File: src/rtl/fir_ctrl_pkg.sv
// fir_ctrl_pkg: shared defaults, FSM states and coefficient type
// for the two-multiplier FIR sequencer (fir_seq_ctrl, fir_cof_bank).
package fir_ctrl_pkg;

  localparam int DEF_CLK_PER_SMP = 16;
  localparam int DEF_NTAP        = 32;
  localparam int DEF_CW          = 12;
  localparam int DEF_PIPE        = 2;

  typedef logic signed [DEF_CW-1:0] cof_t;

  typedef enum logic [1:0] {
    IDLE,
    RUN,
    SWAP_PEND
  } state_t;

endpackage

File: src/rtl/fir_seq_ctrl_if.sv
// fir_seq_ctrl_if: coefficient reload port (valid/ready writes,
// commit pulse) plus bank status. master = software, slave = block.
interface fir_seq_ctrl_if
  import fir_ctrl_pkg::*;
#(
  parameter int CW = DEF_CW,
  parameter int AW = $clog2(DEF_NTAP)
);

  logic                 cfg_valid;
  logic                 cfg_ready;
  logic [AW-1:0]        cfg_addr;
  logic signed [CW-1:0] cfg_data;
  logic                 cfg_commit;
  logic                 bank;
  logic                 swap_pend;

  modport master (
    output cfg_valid,
    output cfg_addr,
    output cfg_data,
    output cfg_commit,
    input  cfg_ready,
    input  bank,
    input  swap_pend
  );

  modport slave (
    input  cfg_valid,
    input  cfg_addr,
    input  cfg_data,
    input  cfg_commit,
    output cfg_ready,
    output bank,
    output swap_pend
  );

endinterface

File: src/rtl/fir_cof_bank.sv
// fir_cof_bank: double-buffered NTAP x CW coefficient store.
// Ports: i_we/i_waddr/i_wdata write the shadow bank, i_swap flips
// the active bank, i_ridx reads taps i_ridx and i_ridx+CLK_PER_SMP
// (registered, o_rd_a/o_rd_b), o_bank is the active bank index.
module fir_cof_bank
  import fir_ctrl_pkg::*;
#(
  parameter int CLK_PER_SMP = DEF_CLK_PER_SMP,
  parameter int NTAP        = DEF_NTAP,
  parameter int CW          = DEF_CW,
  localparam int PW         = $clog2(CLK_PER_SMP),
  localparam int AW         = $clog2(NTAP)
)(
  input  logic                 i_clk,
  input  logic                 i_rst_n,
  input  logic                 i_we,
  input  logic [AW-1:0]        i_waddr,
  input  logic signed [CW-1:0] i_wdata,
  input  logic                 i_swap,
  input  logic [PW-1:0]        i_ridx,
  output logic                 o_bank,
  output logic signed [CW-1:0] o_rd_a,
  output logic signed [CW-1:0] o_rd_b
);

  logic signed [CW-1:0] r_mem [2][NTAP];
  logic                 r_bank;
  logic signed [CW-1:0] r_rd_a;
  logic signed [CW-1:0] r_rd_b;

  logic [AW-1:0] w_ra;
  logic [AW-1:0] w_rb;
  logic          w_wen;

  assign w_ra  = AW'(i_ridx);
  assign w_rb  = w_ra + AW'(CLK_PER_SMP);
  assign w_wen = i_we && (int'(i_waddr) < NTAP);

  // Write and swap on the same edge: the write still targets the
  // old shadow, which then becomes active.
  always_ff @(posedge i_clk) begin
    if (!i_rst_n) begin
      r_bank <= 1'b0;
      r_rd_a <= '0;
      r_rd_b <= '0;
      for (int b = 0; b < 2; b++) begin
        for (int t = 0; t < NTAP; t++) begin
          r_mem[b][t] <= '0;
        end
      end
    end else begin
      if (w_wen) begin
        r_mem[~r_bank][i_waddr] <= i_wdata;
      end
      if (i_swap) begin
        r_bank <= ~r_bank;
      end
      r_rd_a <= r_mem[r_bank][w_ra];
      r_rd_b <= r_mem[r_bank][w_rb];
    end
  end

  assign o_bank = r_bank;
  assign o_rd_a = r_rd_a;
  assign o_rd_b = r_rd_b;

endmodule

File: src/rtl/fir_seq_ctrl.sv
// fir_seq_ctrl: FIR sequencer - FSM, phase counter, strobes and
// coefficient serving. Ports: i_clk, i_rst_n (sync, low), i_en;
// cfg (reload port, slave); o_smp_stb, o_tap_idx, o_cof_a,
// o_cof_b, o_acc_clr, o_out_stb toward the datapath.
module fir_seq_ctrl
  import fir_ctrl_pkg::*;
#(
  parameter int CLK_PER_SMP = DEF_CLK_PER_SMP,
  parameter int NTAP        = DEF_NTAP,
  parameter int CW          = DEF_CW,
  parameter int PIPE        = DEF_PIPE,
  localparam int PW         = $clog2(CLK_PER_SMP)
)(
  input  logic                 i_clk,
  input  logic                 i_rst_n,
  input  logic                 i_en,
  fir_seq_ctrl_if.slave        cfg,
  output logic                 o_smp_stb,
  output logic [PW-1:0]        o_tap_idx,
  output logic signed [CW-1:0] o_cof_a,
  output logic signed [CW-1:0] o_cof_b,
  output logic                 o_acc_clr,
  output logic                 o_out_stb
);

  localparam logic [PW-1:0] LAST   = PW'(CLK_PER_SMP - 1);
  localparam logic [PW-1:0] STB_PH = PW'(PIPE);

  state_t        r_state;
  state_t        w_nxt;
  logic [PW-1:0] r_phase;
  logic          r_first;

  logic w_active;
  logic w_last;
  logic w_ready;
  logic w_wr;
  logic w_swap;
  logic w_clr;
  logic w_bank;

  assign w_active = (r_state != IDLE);
  assign w_last   = (r_phase == LAST);
  assign w_ready  = (r_state != SWAP_PEND);
  assign w_wr     = cfg.cfg_valid && w_ready;

  always_ff @(posedge i_clk) begin
    if (!i_rst_n) begin
      r_state <= IDLE;
    end else begin
      r_state <= w_nxt;
    end
  end

  // Dropping en always executes any swap owed, so software never
  // sees a commit lost across a stop.
  always_comb begin
    w_nxt  = r_state;
    w_swap = 1'b0;
    unique case (r_state)
      IDLE: begin
        w_swap = cfg.cfg_commit;
        if (i_en) begin
          w_nxt = RUN;
        end
      end
      RUN: begin
        if (!i_en) begin
          w_nxt  = IDLE;
          w_swap = cfg.cfg_commit;
        end else if (cfg.cfg_commit) begin
          w_nxt = SWAP_PEND;
        end
      end
      SWAP_PEND: begin
        if (!i_en) begin
          w_nxt  = IDLE;
          w_swap = 1'b1;
        end else if (w_last) begin
          w_nxt  = RUN;
          w_swap = 1'b1;
        end
      end
      default: begin
        w_nxt = IDLE;
      end
    endcase
  end

  always_ff @(posedge i_clk) begin
    if (!i_rst_n) begin
      r_phase <= '0;
    end else if (w_active && i_en) begin
      r_phase <= w_last ? '0 : r_phase + 1'b1;
    end else begin
      r_phase <= '0;
    end
  end

  // Held set while idle; the first frame's accumulator holds
  // products of an unfilled delay line, so its output is dropped.
  always_ff @(posedge i_clk) begin
    if (!i_rst_n) begin
      r_first <= 1'b1;
    end else if (!w_active) begin
      r_first <= 1'b1;
    end else if (w_last && i_en) begin
      r_first <= 1'b0;
    end
  end

  assign w_clr     = w_active && (r_phase == STB_PH);
  assign o_smp_stb = w_active && w_last;
  assign o_acc_clr = w_clr;
  assign o_out_stb = w_clr && !r_first;
  assign o_tap_idx = r_phase;

  fir_cof_bank #(
    .CLK_PER_SMP (CLK_PER_SMP),
    .NTAP        (NTAP),
    .CW          (CW)
  ) u_bank (
    .i_clk   (i_clk),
    .i_rst_n (i_rst_n),
    .i_we    (w_wr),
    .i_waddr (cfg.cfg_addr),
    .i_wdata (cfg.cfg_data),
    .i_swap  (w_swap),
    .i_ridx  (r_phase),
    .o_bank  (w_bank),
    .o_rd_a  (o_cof_a),
    .o_rd_b  (o_cof_b)
  );

  assign cfg.cfg_ready = w_ready;
  assign cfg.bank      = w_bank;
  assign cfg.swap_pend = (r_state == SWAP_PEND);

endmodule

File: src/flat_wrapper.sv
// flat-port wrapper written by rule: the top's interface ports become plain ports
module fir_seq_ctrl_flat import fir_ctrl_pkg::*;
#(
  parameter int CLK_PER_SMP = DEF_CLK_PER_SMP,
  parameter int NTAP        = DEF_NTAP,
  parameter int CW          = DEF_CW,
  parameter int PIPE        = DEF_PIPE,
  localparam int PW         = $clog2(CLK_PER_SMP)
)
  (i_clk, i_rst_n, i_en, o_smp_stb, o_tap_idx, o_cof_a, o_cof_b, o_acc_clr, o_out_stb, cfg_cfg_valid, cfg_cfg_addr, cfg_cfg_data, cfg_cfg_commit, cfg_cfg_ready, cfg_bank, cfg_swap_pend);
  fir_seq_ctrl_if #(.CW(CW)) cfg_i ();
  input  logic i_clk;
  input  logic i_rst_n;
  input  logic i_en;
  output logic o_smp_stb;
  output logic [PW-1:0] o_tap_idx;
  output logic signed [CW-1:0] o_cof_a;
  output logic signed [CW-1:0] o_cof_b;
  output logic o_acc_clr;
  output logic o_out_stb;
  input wire logic [$bits(cfg_i.cfg_valid)-1:0] cfg_cfg_valid;
  input wire logic [$bits(cfg_i.cfg_addr)-1:0] cfg_cfg_addr;
  input wire logic [$bits(cfg_i.cfg_data)-1:0] cfg_cfg_data;
  input wire logic [$bits(cfg_i.cfg_commit)-1:0] cfg_cfg_commit;
  output wire logic [$bits(cfg_i.cfg_ready)-1:0] cfg_cfg_ready;
  output wire logic [$bits(cfg_i.bank)-1:0] cfg_bank;
  output wire logic [$bits(cfg_i.swap_pend)-1:0] cfg_swap_pend;
  assign cfg_i.cfg_valid = cfg_cfg_valid;
  assign cfg_i.cfg_addr = cfg_cfg_addr;
  assign cfg_i.cfg_data = cfg_cfg_data;
  assign cfg_i.cfg_commit = cfg_cfg_commit;
  assign cfg_cfg_ready = cfg_i.cfg_ready;
  assign cfg_bank = cfg_i.bank;
  assign cfg_swap_pend = cfg_i.swap_pend;
  fir_seq_ctrl #(.CLK_PER_SMP(CLK_PER_SMP), .NTAP(NTAP), .CW(CW), .PIPE(PIPE)) u_core (.i_clk(i_clk), .i_rst_n(i_rst_n), .i_en(i_en), .cfg(cfg_i), .o_smp_stb(o_smp_stb), .o_tap_idx(o_tap_idx), .o_cof_a(o_cof_a), .o_cof_b(o_cof_b), .o_acc_clr(o_acc_clr), .o_out_stb(o_out_stb));
endmodule
File: config.mk
export PLATFORM = sky130hd
export DESIGN_NAME = fir_seq_ctrl_flat
export DESIGN_NICKNAME = d
export VERILOG_FILES = /design/src/rtl/fir_ctrl_pkg.sv /design/src/rtl/fir_seq_ctrl_if.sv /design/src/rtl/fir_cof_bank.sv /design/src/rtl/fir_seq_ctrl.sv /design/src/flat_wrapper.sv
export SDC_FILE = /design/constraint.sdc
export NUM_CORES = 1
export LEC_CHECK = 0
export ABC_CLOCK_PERIOD_IN_PS = 2600
export BUFFER_PORTS_ARGS = -buffer_cell sky130_fd_sc_hd__buf_2
export CAP_MARGIN = 10
export CORE_MARGIN = 4
export CORE_UTILIZATION = 35
export CTS_CLUSTER_DIAMETER = 150
export DETAILED_ROUTE_END_ITERATION = 12
export PLACE_DENSITY = 0.58
export SYNTH_ARGS = -nofsm -noshare
export SYNTH_HDL_FRONTEND = slang
export SYNTH_SLANG_ARGS = --single-unit
File: constraint.sdc
create_clock -name i_clk -period 2.6 [get_ports i_clk]
set_clock_uncertainty 0.2 [all_clocks]
set_input_delay 0.52 -clock i_clk [delete_from_list [all_inputs] [get_ports i_clk]]
set_output_delay 0.52 -clock i_clk [all_outputs]
set_load 0.1 [all_outputs]
Yosys cells after proc, flatten, opt, wreduce, memory -nomap -nowiden
Memories as Yosys holds them, arrays and structs flattened. A register that Yosys moved wholly into a read port is not among the register bits. Index checks and enable logic that the tools add are counted.

Add/subtract/negate cells: 2. Magnitude comparators: 4. Equality and inequality tests: 8. Multiplexer cells: 27. Bitwise gates (word level): 6. Reduce and logical (&&, ||, !) cells: 14.

Operators with widths (count): $mux W384 (3); $reduce_or A384 Y1 (1); $bmux W12 S5 (2); $demux W12 S5 (1); $mux W12 (5); $ge A6 B6 Y1 const B (3); $not A5 Y6 (2); $mux W2 (5); $mux W1 (9); $logic_and A1 B1 Y1 (7); $lt A6 B1 Y1 const B (1); $not A4 Y6 (1); $pmux W2 S3 (1); $add A4 B5 Y5 const B (1); $add A4 B1 Y4 const B (1); $eq A4 B2 Y1 const B (1); $eq A4 B4 Y1 const B (1); $ne A2 B2 Y1 const B (2); $ne A3 B2 Y1 const B (1); $ne A3 B3 Y1 const B (1); $not A1 Y1 (3); $pmux W1 S3 (1); $reduce_and A3 Y1 (1); $reduce_or A3 Y1 (1); other kinds (6) (6).

Flip-flop bits (word level): 32. Bits in writable memories: 768. Input port bits: 22. Output and inout port bits: 34. Word-level logic and storage cells: 68. Memories: 1.

Memory list: u_core.u_bank.r_mem (words 2, width 384, read ports 1, clocked after memory_dff 1, wr ports 2, line fir_cof_bank.sv:26) `logic signed [CW-1:0] r_mem [2][NTAP];`.

Logic depth before layout (Yosys ltp)
Depth after elaboration: 8. Depth in mapped cells: 9. Depth with buffers taken out: 6.

Modules after synthesis
A second synthesis with hierarchy kept.

Cells, all modules: 1982. Area total of the unflattened synthesis: 33718.6 sq um.

By module, submodules not included: fir_cof_bank (times used 1, cells an instance 1942, area each 33362.0 sq um, sequential area each 23582.6 sq um); fir_seq_ctrl (times used 1, cells an instance 40, area each 356.6 sq um, sequential area each 140.1 sq um).

Worst setup path before layout
No wires, ideal clock.

Path type: flip-flop to output port. From: reg u_core.r_phase[0] (netlist: u_core.o_tap_idx[0]). To: out o_out_stb. Arrival: 6.219 ns. Required time: 1.880 ns. Slack: -4.339 ns. Stages on the path, launching flop included: 8. Buffers on the path: 3. Path through: dfxtp_1 -> buf_4 -> buf_4 -> buf_2 -> inv_1 -> ha_1 -> nor4b_1 -> nor2b_1.

Word-level cells in the longest chain between the ends: 3.

Ends and longest elaborated chain: from (decl) (line fir_seq_ctrl.sv:31) `logic [PW-1:0] r_phase;`; from (signal assigned) (line fir_seq_ctrl.sv:94) `r_phase <= w_last ? '0 : r_phase + 1'b1;`; $eq A4 B2 Y1 (line fir_seq_ctrl.sv:112) `assign w_clr = w_active && (r_phase == STB_PH);`; $logic_and A1 B1 Y1 (line fir_seq_ctrl.sv:112); net o_acc_clr (line flat_wrapper.sv:19) `output logic o_acc_clr;`; $logic_and A1 B1 Y1 (line fir_seq_ctrl.sv:115) `assign o_out_stb = w_clr && !r_first;`; to (decl) (line flat_wrapper.sv:20) `output logic o_out_stb;`.

The timed path passes the listed nets, and every way through them passes these cells.

Worst setup path in the final report
From: reg u_core.r_phase[0] (netlist: u_core.o_tap_idx[0]). To: out o_out_stb.

Word-level cells in the longest chain between the ends: 3.

Ends and longest elaborated chain (line): $eq A4 B2 Y1 (fir_seq_ctrl.sv:112); $logic_and A1 B1 Y1 (fir_seq_ctrl.sv:112); $logic_and A1 B1 Y1 (fir_seq_ctrl.sv:115).

No other way between the ends.

==> results.cfg <==
[sta]
setup_slack_ps = -36.5
max-slew-margin-rel_pct = 36.6
setup_viol = 3
fin_crit_sh_pct = 101
layout_min_cycle_time_ps = 2640
tightest_slew_ps = 951
max_freq_ghz = 0.379
rsz0062_at_grt = yes
hold_viol = 0
finalMaxSlewViolations = 0

[power]
swShare_pct = 23.8
power_switching_uw = 7130
power_density_nw_per_um2 = 727
seq_power_share_pct = 50.8
combPwrFrac_pct = 9.9
leakagePower_uw = 0.0144
peakVddDrop_uv = 448
pwr-share-clk_pct = 39.3
internal_power_uw = 22800

[routing]
postRouteAntennaNets = 0
viasPerCell = 5.38
drt-total-wl_um = 103000
dr.pass1.iters = 6
drcViolationCount = 0
wl_per_cell_um = 27.6
vias = 20100
first_iter_violations = 2160

[clocking]
cts_buffer_depth = 3
clkSinkCount = 801
htree_levels = 3
cts_tree = built
worstSkewPairLatency_ps = 650
clkTransAtPathRegs_ps = 60
cts_buffers = 85
cts_root_buf = clkbuf_16

[global_routing]
antenna_found_initial = 8
use_met2_pct = 31.7
grt_util_met3_pct = 3.91
grt_pass1_vias = 20400
grt_overflow_total = 0
grt_pass1_wl_um = 147000
busiest_layer = met2
grt_use_met1_pct = 27.9
grt_max_degree = 64
grtUsageTotal_pct = 19.8

[logic_synthesis]
syn_inst = 2174
syn_avg_cell_area_um2 = 15.8
synth_warnings = 0
synth_seq_area_share_pct = 69.2
syn_nets = 2198
yosys.cell_types.count = 51
synth_seq_cells = 801
netlist_area_um2 = 34300

[place]
dp_cells = 3565
place_ws_ps = -54.8
io_buffer_count = 55
hpwl_um = 69000
gp_congestion = 0.859

[min_path]
hold_class = in -> reg
holdCritStartpoint = cfg_cfg_data[7]

[floorplanning]
num_rows = 114
die-area_um2 = 103000
io_pins = 56
fp.dieW_um = 321
die_h_um = 321
initial_core_util_pct = 35.3
coreArea_um2 = 97000

[setup_path]
cp_cell_sequence = inv_2 > ha_4 > nor4b_4 > buf_4 > nor2b_4 > buf_12
slowest_stage = dfxtp_4
crit_arrival_ps = 1920
crit_fanout = 4
start_kind = flop
critPathKind = reg -> out
startpoint = u_core.o_tap_idx[0]$_SDFF_PP0_
crit_required_ps = 1880
slowest_delay_ps = 360
crit_path_end_kind = output pin

[final_layout]
final_util_pct = 42.4
area_delta_synth_final_pct = 20.0
final_layout_size_suffix_gt1_share_pct = 27.7
multi_input_area_um2 = 10100
nNetsFinal = 2410
final_cells = 3734
num-fill-cells = 8662
final-seq-area_um2 = 23700

[job]
drv_cap = 0

[run_status]
violations = negative setup slack
status = finished, violations left
-- cell usage in the layout, fill, tap and decap left out, types with 16 or more instances in the layout --
master and count:
a211oi_1 23, a21oi_1 18, a21oi_4 21, and2_1 413, buf_12 64, buf_2 48
buf_4 185, clkbuf_1 20, clkbuf_16 86, clkinv_1 16, dfxtp_1 25, edfxtp_1 768
mux2_2 65, mux2i_1 152, mux4_2 96, nand2_1 86, nor2_1 55, o21ai_0 40
o21ai_1 31, o21ai_2 33, o221ai_1 24, o22ai_1 25, o311a_1 16
-- metrics by stage --
step	setup TNS, ps	instance area [um^2]	hold slack, ps	power, uW
2_1_floorplan	-12780	34700	299	17100
3_3_place_gp	-241	38300	350	18400
3_5_place_dp	-518	38300	359	18400
4_1_cts	-88.9	41100	142	30100
5_1_grt	-159	41100	123	30800
6_report	-54.9	41200	154	29900
-- worst paths after layout --
check,to,slack (ps),depth (start not counted)
worst max-delay path,o_out_stb,-40,6
worst min-delay path,u_core.u_bank.r_mem[0][259]$_SDFFCE_PN0P_,150,2
worst max register to register,u_core.u_bank.o_rd_b[11]$_SDFF_PN0_,0,6
worst min register to register,u_core.o_tap_idx[1]$_SDFF_PP0_,390,2
-- repair_timing --
action                                 4_1_cts  5_1_grt
setup endpoints to repair                   11       10
gates cloned                                 0        0
pin swaps                                    1        1
setup buffers                                7        3
hold buffers                                 1        0
gates resized for setup                     22        5
endpoints found under the hold margin        2        0
-- flip-flops by register name (all words and copies together), names as in the netlist, named ones only --
signal and count:
u_core.u_bank.r_mem 768, u_core.u_bank.o_rd_b 12, u_core.r_state 2, u_core.u_bank.o_rd_a 12, u_core.u_bank.o_bank 1, u_core.r_first 1, u_core.o_tap_idx 4
-- synthesized netlist by cell type (all sizes together) --
cell type | number | area, um^2
edfxtp | 768 | 23100
and2 | 414 | 2590
mux2i | 152 | 1520
clkbuf | 107 | 415
o21ai | 104 | 521
mux4 | 96 | 2160
nand2 | 86 | 323
buf | 73 | 526
mux2 | 65 | 732
nor2 | 61 | 236
a21oi | 49 | 245
dfxtp | 33 | 661
o22ai | 25 | 156
a211oi | 24 | 180
o221ai | 24 | 210
o311a | 16 | 160
and3 | 12 | 80.1
a221oi | 10 | 87.6
a22oi | 8 | 60.1
nand3 | 7 | 62.6
nor2b | 7 | 43.8
inv | 5 | 18.8
nand3b | 5 | 37.5
nand2b | 4 | 27.5
or3b | 3 | 26.3
and3b | 2 | 17.5
ha | 2 | 25.0
nor3b | 2 | 15.0
xnor2 | 2 | 17.5
a22o | 1 | 8.76
and4b | 1 | 10.0
nand4b | 1 | 8.76
nor3 | 1 | 5.00
nor4b | 1 | 8.76
or2 | 1 | 6.26
or3 | 1 | 6.26
xor2 | 1 | 8.76
-- layout make-up --
cell class / count / share of cell area (%)
Antenna cell: 4 / 0.0243
Clock buffer: 108 / 5.48
Clock inverter: 47 / 1.01
Inverter: 5 / 0.0456
Multi-Input combinational cell: 1188 / 24.5
Sequential cell: 801 / 57.7
Tap cell: 1276 / 3.88
Timing Repair Buffer: 305 / 7.34
-- per-layer routing --
metal  up-vias  wire length, um
li1       8651                -
met1     10500            44300
met2       835            48200
met3       147             8160
met4         4             2480
met5         -               26
-- logic make-up (layout without fill, tap and decap cells) --
logic type / Yosys count / after routing / share of synthesized area [%]
buf+inv: 185 / 465 / 2.80
xor+xnor: 3 / 3 / 0.0767
other cells: 0 / 4 / 0
mux: 313 / 313 / 12.9
flops: 801 / 801 / 69.2
simple gates: 609 / 609 / 10.2
compound gates: 261 / 261 / 4.75
fa+ha+maj: 2 / 2 / 0.0730
-- power groups by stage --
| stage | registers, uW | logic, uW | clock network (uW) |
|---|---|---|---|
| final | 15200 | 2970 | 11800 |
| after CTS | 15200 | 2980 | 11900 |
| after global placement | 15400 | 2920 | 0 |
| after global routing | 15300 | 3110 | 12500 |
| after floorplan | 15600 | 1510 | 0 |
| after detailed placement | 15500 | 2960 | 0 |
-- worst max-delay path, delay by kind of cell (launching register included) --
| kind | cells | cell delay [ps] |
|---|---|---|
| buf+inv | 3 | 450 |
| fa+ha+maj | 1 | 120 |
| flops | 1 | 360 |
| simple gates | 2 | 340 |
No activity file was read; power rests on OpenSTA's default activity.
